**src/rtl/fph_pkg.sv**
```systemverilog
// Shared types and constants for the four-phase bundled-data receiver.
package fph_pkg;

    typedef enum logic {
        IDLE = 1'b0,
        ACKH = 1'b1
    } rx_state_t;

    localparam int FPH_MIN_SYNC = 2;
    localparam int FPH_CNT_W    = 16;

    // The output buffer can take a new word if it is empty or is being drained on this edge.
    function automatic logic buf_free(input logic valid, input logic ready);
        return !valid || ready;
    endfunction

endpackage

```
**src/rtl/four_phase_rx_sync.sv**
```systemverilog
// Single-bit flop-chain synchroniser; every stage resets asynchronously to 0.
module bit_synchronizer #(
    parameter int STAGES = 2
) (
    input  logic clk,
    input  logic reset_n,
    input  logic i_d,
    output logic o_q
);

    logic [STAGES-1:0] r_sync;

    generate
        for (genvar gi = 0; gi < STAGES; gi++) begin : g_stage
            logic w_stage_in;
            if (gi == 0) begin : g_first
                assign w_stage_in = i_d;
            end else begin : g_rest
                assign w_stage_in = r_sync[gi-1];
            end

            always_ff @(posedge clk or negedge reset_n) begin
                if (!reset_n) begin
                    r_sync[gi] <= 1'b0;
                end else begin
                    r_sync[gi] <= w_stage_in;
                end
            end
        end
    endgenerate

    assign o_q = r_sync[STAGES-1];

endmodule

```
**src/rtl/four_phase_rx.sv**
```systemverilog
// Receive half of a four-phase req/ack bundled-data link: synchronises req, captures the
// bundled word into a one-entry buffer, returns ack and offers the word as a valid/ready stream.
module four_phase_rx
    import fph_pkg::*;
#(
    parameter int N           = 8,
    parameter int SYNC_STAGES = 2
) (
    input  logic                 clk,
    input  logic                 reset_n,
    input  logic                 reqAsync,
    input  logic [N-1:0]         dataAsync,
    output logic                 ack,
    output logic                 validOut,
    output logic [N-1:0]         dataOut,
    input  logic                 readyIn,
    output logic [FPH_CNT_W-1:0] xferCount
);

    generate
        if (SYNC_STAGES < FPH_MIN_SYNC) begin : g_sync_check
            $error("four_phase_rx: SYNC_STAGES must be at least FPH_MIN_SYNC");
        end
    endgenerate

    logic                 w_req_s;
    rx_state_t            r_state;
    rx_state_t            w_state_next;
    logic                 r_ack;
    logic                 w_ack_next;
    logic                 r_valid;
    logic                 w_valid_next;
    logic [N-1:0]         r_data;
    logic [N-1:0]         w_data_next;
    logic [FPH_CNT_W-1:0] r_count;
    logic [FPH_CNT_W-1:0] w_count_next;
    logic                 w_buf_free;
    logic                 w_capture;
    logic                 w_accept;

    // dataAsync is deliberately not synchronised: it is stable while reqS is high.
    bit_synchronizer #(
        .STAGES (SYNC_STAGES)
    ) u_req_sync (
        .clk     (clk),
        .reset_n (reset_n),
        .i_d     (reqAsync),
        .o_q     (w_req_s)
    );

    always_comb begin
        w_state_next = r_state;
        w_ack_next   = r_ack;
        w_capture    = 1'b0;
        w_accept     = r_valid && readyIn;
        w_buf_free   = buf_free(r_valid, readyIn);

        case (r_state)
            IDLE: begin
                // Holding ack low while the buffer is full is the backpressure path to the sender.
                if (w_req_s && w_buf_free) begin
                    w_capture    = 1'b1;
                    w_ack_next   = 1'b1;
                    w_state_next = ACKH;
                end
            end
            ACKH: begin
                if (!w_req_s) begin
                    w_ack_next   = 1'b0;
                    w_state_next = IDLE;
                end
            end
        endcase

        w_data_next  = w_capture ? dataAsync : r_data;
        w_valid_next = w_capture ? 1'b1 : (w_accept ? 1'b0 : r_valid);
        w_count_next = w_accept ? r_count + 1'b1 : r_count;
    end

    always_ff @(posedge clk or negedge reset_n) begin
        if (!reset_n) begin
            r_state <= IDLE;
            r_ack   <= 1'b0;
            r_valid <= 1'b0;
            r_data  <= '0;
            r_count <= '0;
        end else begin
            r_state <= w_state_next;
            r_ack   <= w_ack_next;
            r_valid <= w_valid_next;
            r_data  <= w_data_next;
            r_count <= w_count_next;
        end
    end

    assign ack       = r_ack;
    assign validOut  = r_valid;
    assign dataOut   = r_data;
    assign xferCount = r_count;

endmodule
```
**config.mk**
```make
export PLATFORM = sky130hd
export DESIGN_NAME = four_phase_rx
export DESIGN_NICKNAME = d
export VERILOG_FILES = /design/src/rtl/fph_pkg.sv /design/src/rtl/four_phase_rx_sync.sv /design/src/rtl/four_phase_rx.sv
export SDC_FILE = /design/constraint.sdc
export NUM_CORES = 1
export LEC_CHECK = 0
export ABC_CLOCK_PERIOD_IN_PS = 3650
export BUFFER_PORTS_ARGS = -buffer_cell sky130_fd_sc_hd__buf_2
export CELL_PAD_IN_SITES_DETAIL_PLACEMENT = 1
export CELL_PAD_IN_SITES_GLOBAL_PLACEMENT = 2
export CORE_MARGIN = 2
export CORE_UTILIZATION = 34
export CTS_CLUSTER_DIAMETER = 150
export CTS_CLUSTER_SIZE = 12
export DETAILED_ROUTE_END_ITERATION = 6
export PLACE_DENSITY_LB_ADDON = 0.1
export SYNTH_ARGS = -nofsm -noshare
export SYNTH_HDL_FRONTEND = slang
export SYNTH_HIERARCHICAL = 1
export SYNTH_SLANG_ARGS = --single-unit
```
**constraint.sdc**
```tcl
create_clock -name clk -period 3.65 [get_ports clk]
set_input_delay 0.1825 -clock clk [delete_from_list [all_inputs] [get_ports clk]]
set_output_delay 0.1825 -clock clk [all_outputs]
set_load 0.01 [all_outputs]
```
==> After elaboration in Yosys (flattened, before gate mapping) <==
Cells that the tools add are included.
{ "word_totals": {"ff_bits": 29} }
{ "classes": {"eq_ne": 2, "addsub": 1, "n_mux": 9, "reduce_logical": 6, "bitwise": 1} }
{ "ops": {"columns": ["operator", "count"], "rows": [
  ["adder 16 x 1 -> 16 bit, second input constant", 1],
  ["two-way mux 1 bit", 7],
  ["inequality test 2 bit, second input constant", 2],
  ["one-hot mux 1 bit (2 select lines)", 2],
  ["logical AND 1 bit", 2],
  ["AND reduction 2 bit", 1],
  ["nonzero test 2 bit", 1],
  ["zero test 1 bit", 1],
  ["logical OR 1 bit", 1],
  ["inverter 1 bit", 1]
]} }

==> Longest topological paths before layout <==
{ "depth": {"word_depth": 6, "mapped_depth": 5} }

==> Hierarchy <==
Netlist, hierarchy kept.
{ "by_module_without_submodules": {"columns": ["module", "seq_area_each_um2", "area_each_um2", "cells_each", "n_inst"], "rows": [
  ["four_phase_rx", 675.6, 1117.3, 87, 1],
  ["bit_synchronizer", 50.0, 50.0, 2, 1]
]} }

==> Worst setup path before layout <==
No wires, ideal clock.
{ "synth_timing": {"kind": "register to register", "start": "reg r_valid, in the netlist validOut", "end": "reg r_data[0], in the netlist dataOut[0]", "stages_incl_launch_ff": 4, "n_path_buf": 0, "period_less_slack_ps": 1377, "t_arrival_ps": 1252, "setup_slack_ps": 2273, "path_cell_list": "dfrtp_1 -> nand2b_2 -> nor3b_4 -> mux2_2"} }
{ "synth_via": {"elab_chain_len": 5} }
{ "synth_rtl": {"columns": ["item", "line", "source"], "rows": [
  ["start: declaration", "four_phase_rx.sv:31", "logic r_valid;"],
  ["start signal: assignment", "four_phase_rx.sv:90", "r_valid <= w_valid_next;"],
  ["zero test 1 bit", "fph_pkg.sv:14", "return !valid || ready;"],
  ["logical OR 1 bit", "fph_pkg.sv:14", null],
  ["logical AND 1 bit", "four_phase_rx.sv:61", "if (w_req_s && w_buf_free) begin"],
  ["two-way mux 1 bit", "four_phase_rx.sv:61", null],
  ["two-way mux 1 bit", "four_phase_rx.sv:58", "case (r_state)"],
  ["end signal: assignment", "four_phase_rx.sv:91", "r_data <= w_data_next;"],
  ["end: declaration", "four_phase_rx.sv:33", "logic [N-1:0] r_data;"]
]} }
No other way between the ends.
A chain may end at the register's enable or synchronous reset.

==> Final worst setup path <==
{ "layout_timing": {"start": "reg r_valid, in the netlist validOut", "end": "reg r_data[1], in the netlist dataOut[1]"} }
The elaborated chain is that of the path after synthesis.

==> results.toml <==
[power]
ir_drop_v = 0.000264
p_switching_w = 0.000239
combPwrFrac_pct = 20.4
pwr-share-clk_pct = 27.2
seqPwrFrac_pct = 52.5
netSwitchingFraction_pct = 29.5
p_int_w = 0.000571
cellPowerDensity_nw_per_um2 = 540
leakagePower_nw = 0.735

[synth]
netlist_instances = 89
ys_warn_count = 6
synth_nets = 102
synth-compound-area-share_pct = 1.07
syn_avg_cell_area_um2 = 13.1
synth_mux_area_share_pct = 8.68
seq_area_frac_synth_pct = 62.2
synth_top_family_by_area = "simple AND/OR/NAND/NOR gates"
synthTopCellsByArea = "dfrtp_1, mux2_2, xnor2_1, xor2_1, nand4_1"
synth_xor_area_share_pct = 11.3
synth_area_um2 = 1170
yosysTopAreaCellShare_pct = 62.2
yosysTopAreaCell = "dfrtp_1"
ys_ff_latch = 29
ys_types = 19
yosys.area_share.simple_pct = 14.8
synth_adder_area_share_pct = 1.07

[final_layout]
multi_input_area_um2 = 430
layout_common_cells = "buf_2, dfrtp_1, xnor2_1, mux2_2, nand2_1"
regArea_um2 = 726
final_common_cell = "buf_2"
nFillCells = 382
area_delta_synth_final_pct = 28.5
nNetsFinal = 148
diodes = 0
drive_gt1_share_pct = 42.6

[worst_setup_path]
cp.buffers_inverters = 0
cp_top_family = "simple AND/OR/NAND/NOR gates"
start_kind = "register"
slowest_delay_ns = 0.44
cp_cell_sequence = "nand2b_2 > nor3b_4 > mux2_2"
endpoint_kind = "register"
slowest_stage = "dfrtp_1"
cp.required_ns = 3.86
crit_fanout = 9
cp.arrival_ns = 1.68
critPathKind = "register to register"

[clocking]
cts_hold_buf = 2
cts_tree = "built"
cts-root-buf = "clkbuf_4"
path_clk_slew_ns = 0.09
worst_skew_pair.late_latency_ns = 0.33
postCtsResizedCells = 0
cts_made_buffers = 5
cts.sinks = 29
clockBufferDepth = 2
h-tree-depth = 2
cts_setup_buffers = 0

[sta]
hold_viol_final = 0
maxSlewViolCount = 0
min_period_ns = 1.46
setup_violations = 0
rsz0062_at_grt = "no"
setup_ws_ns = 2.19
fmax_mhz = 683
min_period_over_period_pct = 40.1
tns_ns = 0
tightestPinTransition_ns = 0.642
maxSlewHeadroom_pct = 57.2
skew_ns = 0.00836

[placement]
port_buffers = 37
hpwl_um = 1670
place_ws_ns = 2.16
place.gp.congestion = 0.707

[routing]
postRouteAntennaNets = 0
vias_per_cell = 4.55
routed_wl_um = 2310
drc_errors = 0
wl_per_cell_um = 12.7
drtIter0Drc = 25
dr_total_vias = 828
first_pass_iters = 3

[floorplanning]
ioPinCount = 38
initial_core_util_pct = 35.3
rows = 21
dieArea_um2 = 3920
die_h_um = 62.6
chipWidth_um = 62.6
core_um2 = 3310

[status]
outcome = "completed"

[global_routing]
grt_overflow = 0
grt_max_degree = 30
antenna_found_initial = 0
grt_use_total_pct = 14.3
busiest_layer = "met2"
grt_pass1_vias = 937
grt_pass1_wl_um = 4280
met2_usage_pct = 22.6
met3_usage_pct = 7.39
grtUsageMet1_pct = 16.0

[flow_run]
drv_cap = 0

[hold_path]
hold_class = "input pin to register"
## cell families (layout without fill, tap and decap cells)
kind of cell               count (synthesis)  count (layout)
and+or+nand+nor                           30              30
DFF                                       29              29
xor gates and xnor gates                  15              15
muxes                                      9               9
buffers and inverters                      3              50
AOI/OAI and AO/OA                          2               2
adders and majority gates                  1               1
## cells in the mapped netlist (all sizes together)
| cell type | instances |
|---|---|
| nor3 | 2 |
| xor2 | 4 |
| nand2b | 1 |
| nand4 | 5 |
| and4 | 1 |
| and3 | 1 |
| nand2 | 8 |
| o21ai | 1 |
| nor2 | 7 |
| xnor2 | 11 |
| dfrtp | 29 |
| mux2 | 9 |
| nor4 | 1 |
| or2 | 1 |
| inv | 3 |
| nand3 | 2 |
| nor3b | 1 |
| ha | 1 |
| a21o | 1 |
## through the flow
stage / util, % / instances / hold slack [ns] / power (W) / cell area, µm²
6_report: 45.3 / 182 / 0.0830 / 0.000810 / 1500
5_1_grt: 45.3 / 182 / 0.0622 / 0.000873 / 1500
4_1_cts: 45.3 / 182 / 0.0646 / 0.000831 / 1500
3_5_place_dp: 42.6 / 172 / 0.259 / 0.000601 / 1410
3_3_place_gp: 42.6 / 172 / 0.241 / 0.000593 / 1410
2_1_floorplan: - / 89 / -0.113 / 0.000518 / 1170
## layer usage
layer	part of all wire (%)	wire length, µm
met5	0	0
met4	2.3	54
met3	8.6	198
met2	45	1050
met1	44	1010
## sequential cells by signal, indices dropped and copies added, names as in the netlist
| signal | cells |
|---|---|
| ack | 1 |
| dataOut | 8 |
| r_state | 1 |
| u_req_sync/g_stage.w_stage_in | 1 |
| u_req_sync/o_q | 1 |
| validOut | 1 |
| xferCount | 16 |
## final timing paths
| check | endpoint | from | slack, ns | cells past startpoint |
|---|---|---|---|---|
| max | dataOut[1] | validOut | 2.19 | 3 |
| min | dataOut[4] | dataAsync[4] | 0.08 | 2 |
| max reg2reg | dataOut[1] | validOut | 2.19 | 3 |
| min reg2reg | u_req_sync/o_q | u_req_sync/g_stage[1].w_stage_in | 0.36 | 0 |
| max in group asynchronous | dataOut[1] | reset_n | 2.80 | 2 |
| min in group asynchronous | xferCount[6] | reset_n | 0.43 | 2 |
## worst register-to-register path, delay by kind of cell, from the launching register on
kind	cells	cell delay [ns]
flops	1	0.44
mux	1	0.39
simple gates	2	0.53
## power groups by stage
stage | clock, W | combinational [W] | sequential (W)
4_1_cts | 0.000233 | 0.000171 | 0.000427
3_5_place_dp | 0 | 0.000168 | 0.000433
5_1_grt | 0.000251 | 0.000186 | 0.000436
6_report | 0.000220 | 0.000165 | 0.000425
2_1_floorplan | 0 | 0.0000677 | 0.000450
3_3_place_gp | 0 | 0.000164 | 0.000429
## layout make-up
class	count	area share (%)
multi-input combinational	57	28.7
tap	46	3.84
timing repair buffer	39	13.7
inverter	3	0.751
sequential	29	48.4
clock inverter	1	0.334
clock buffer	7	4.34
No activity file was read; power rests on OpenSTA's default activity.
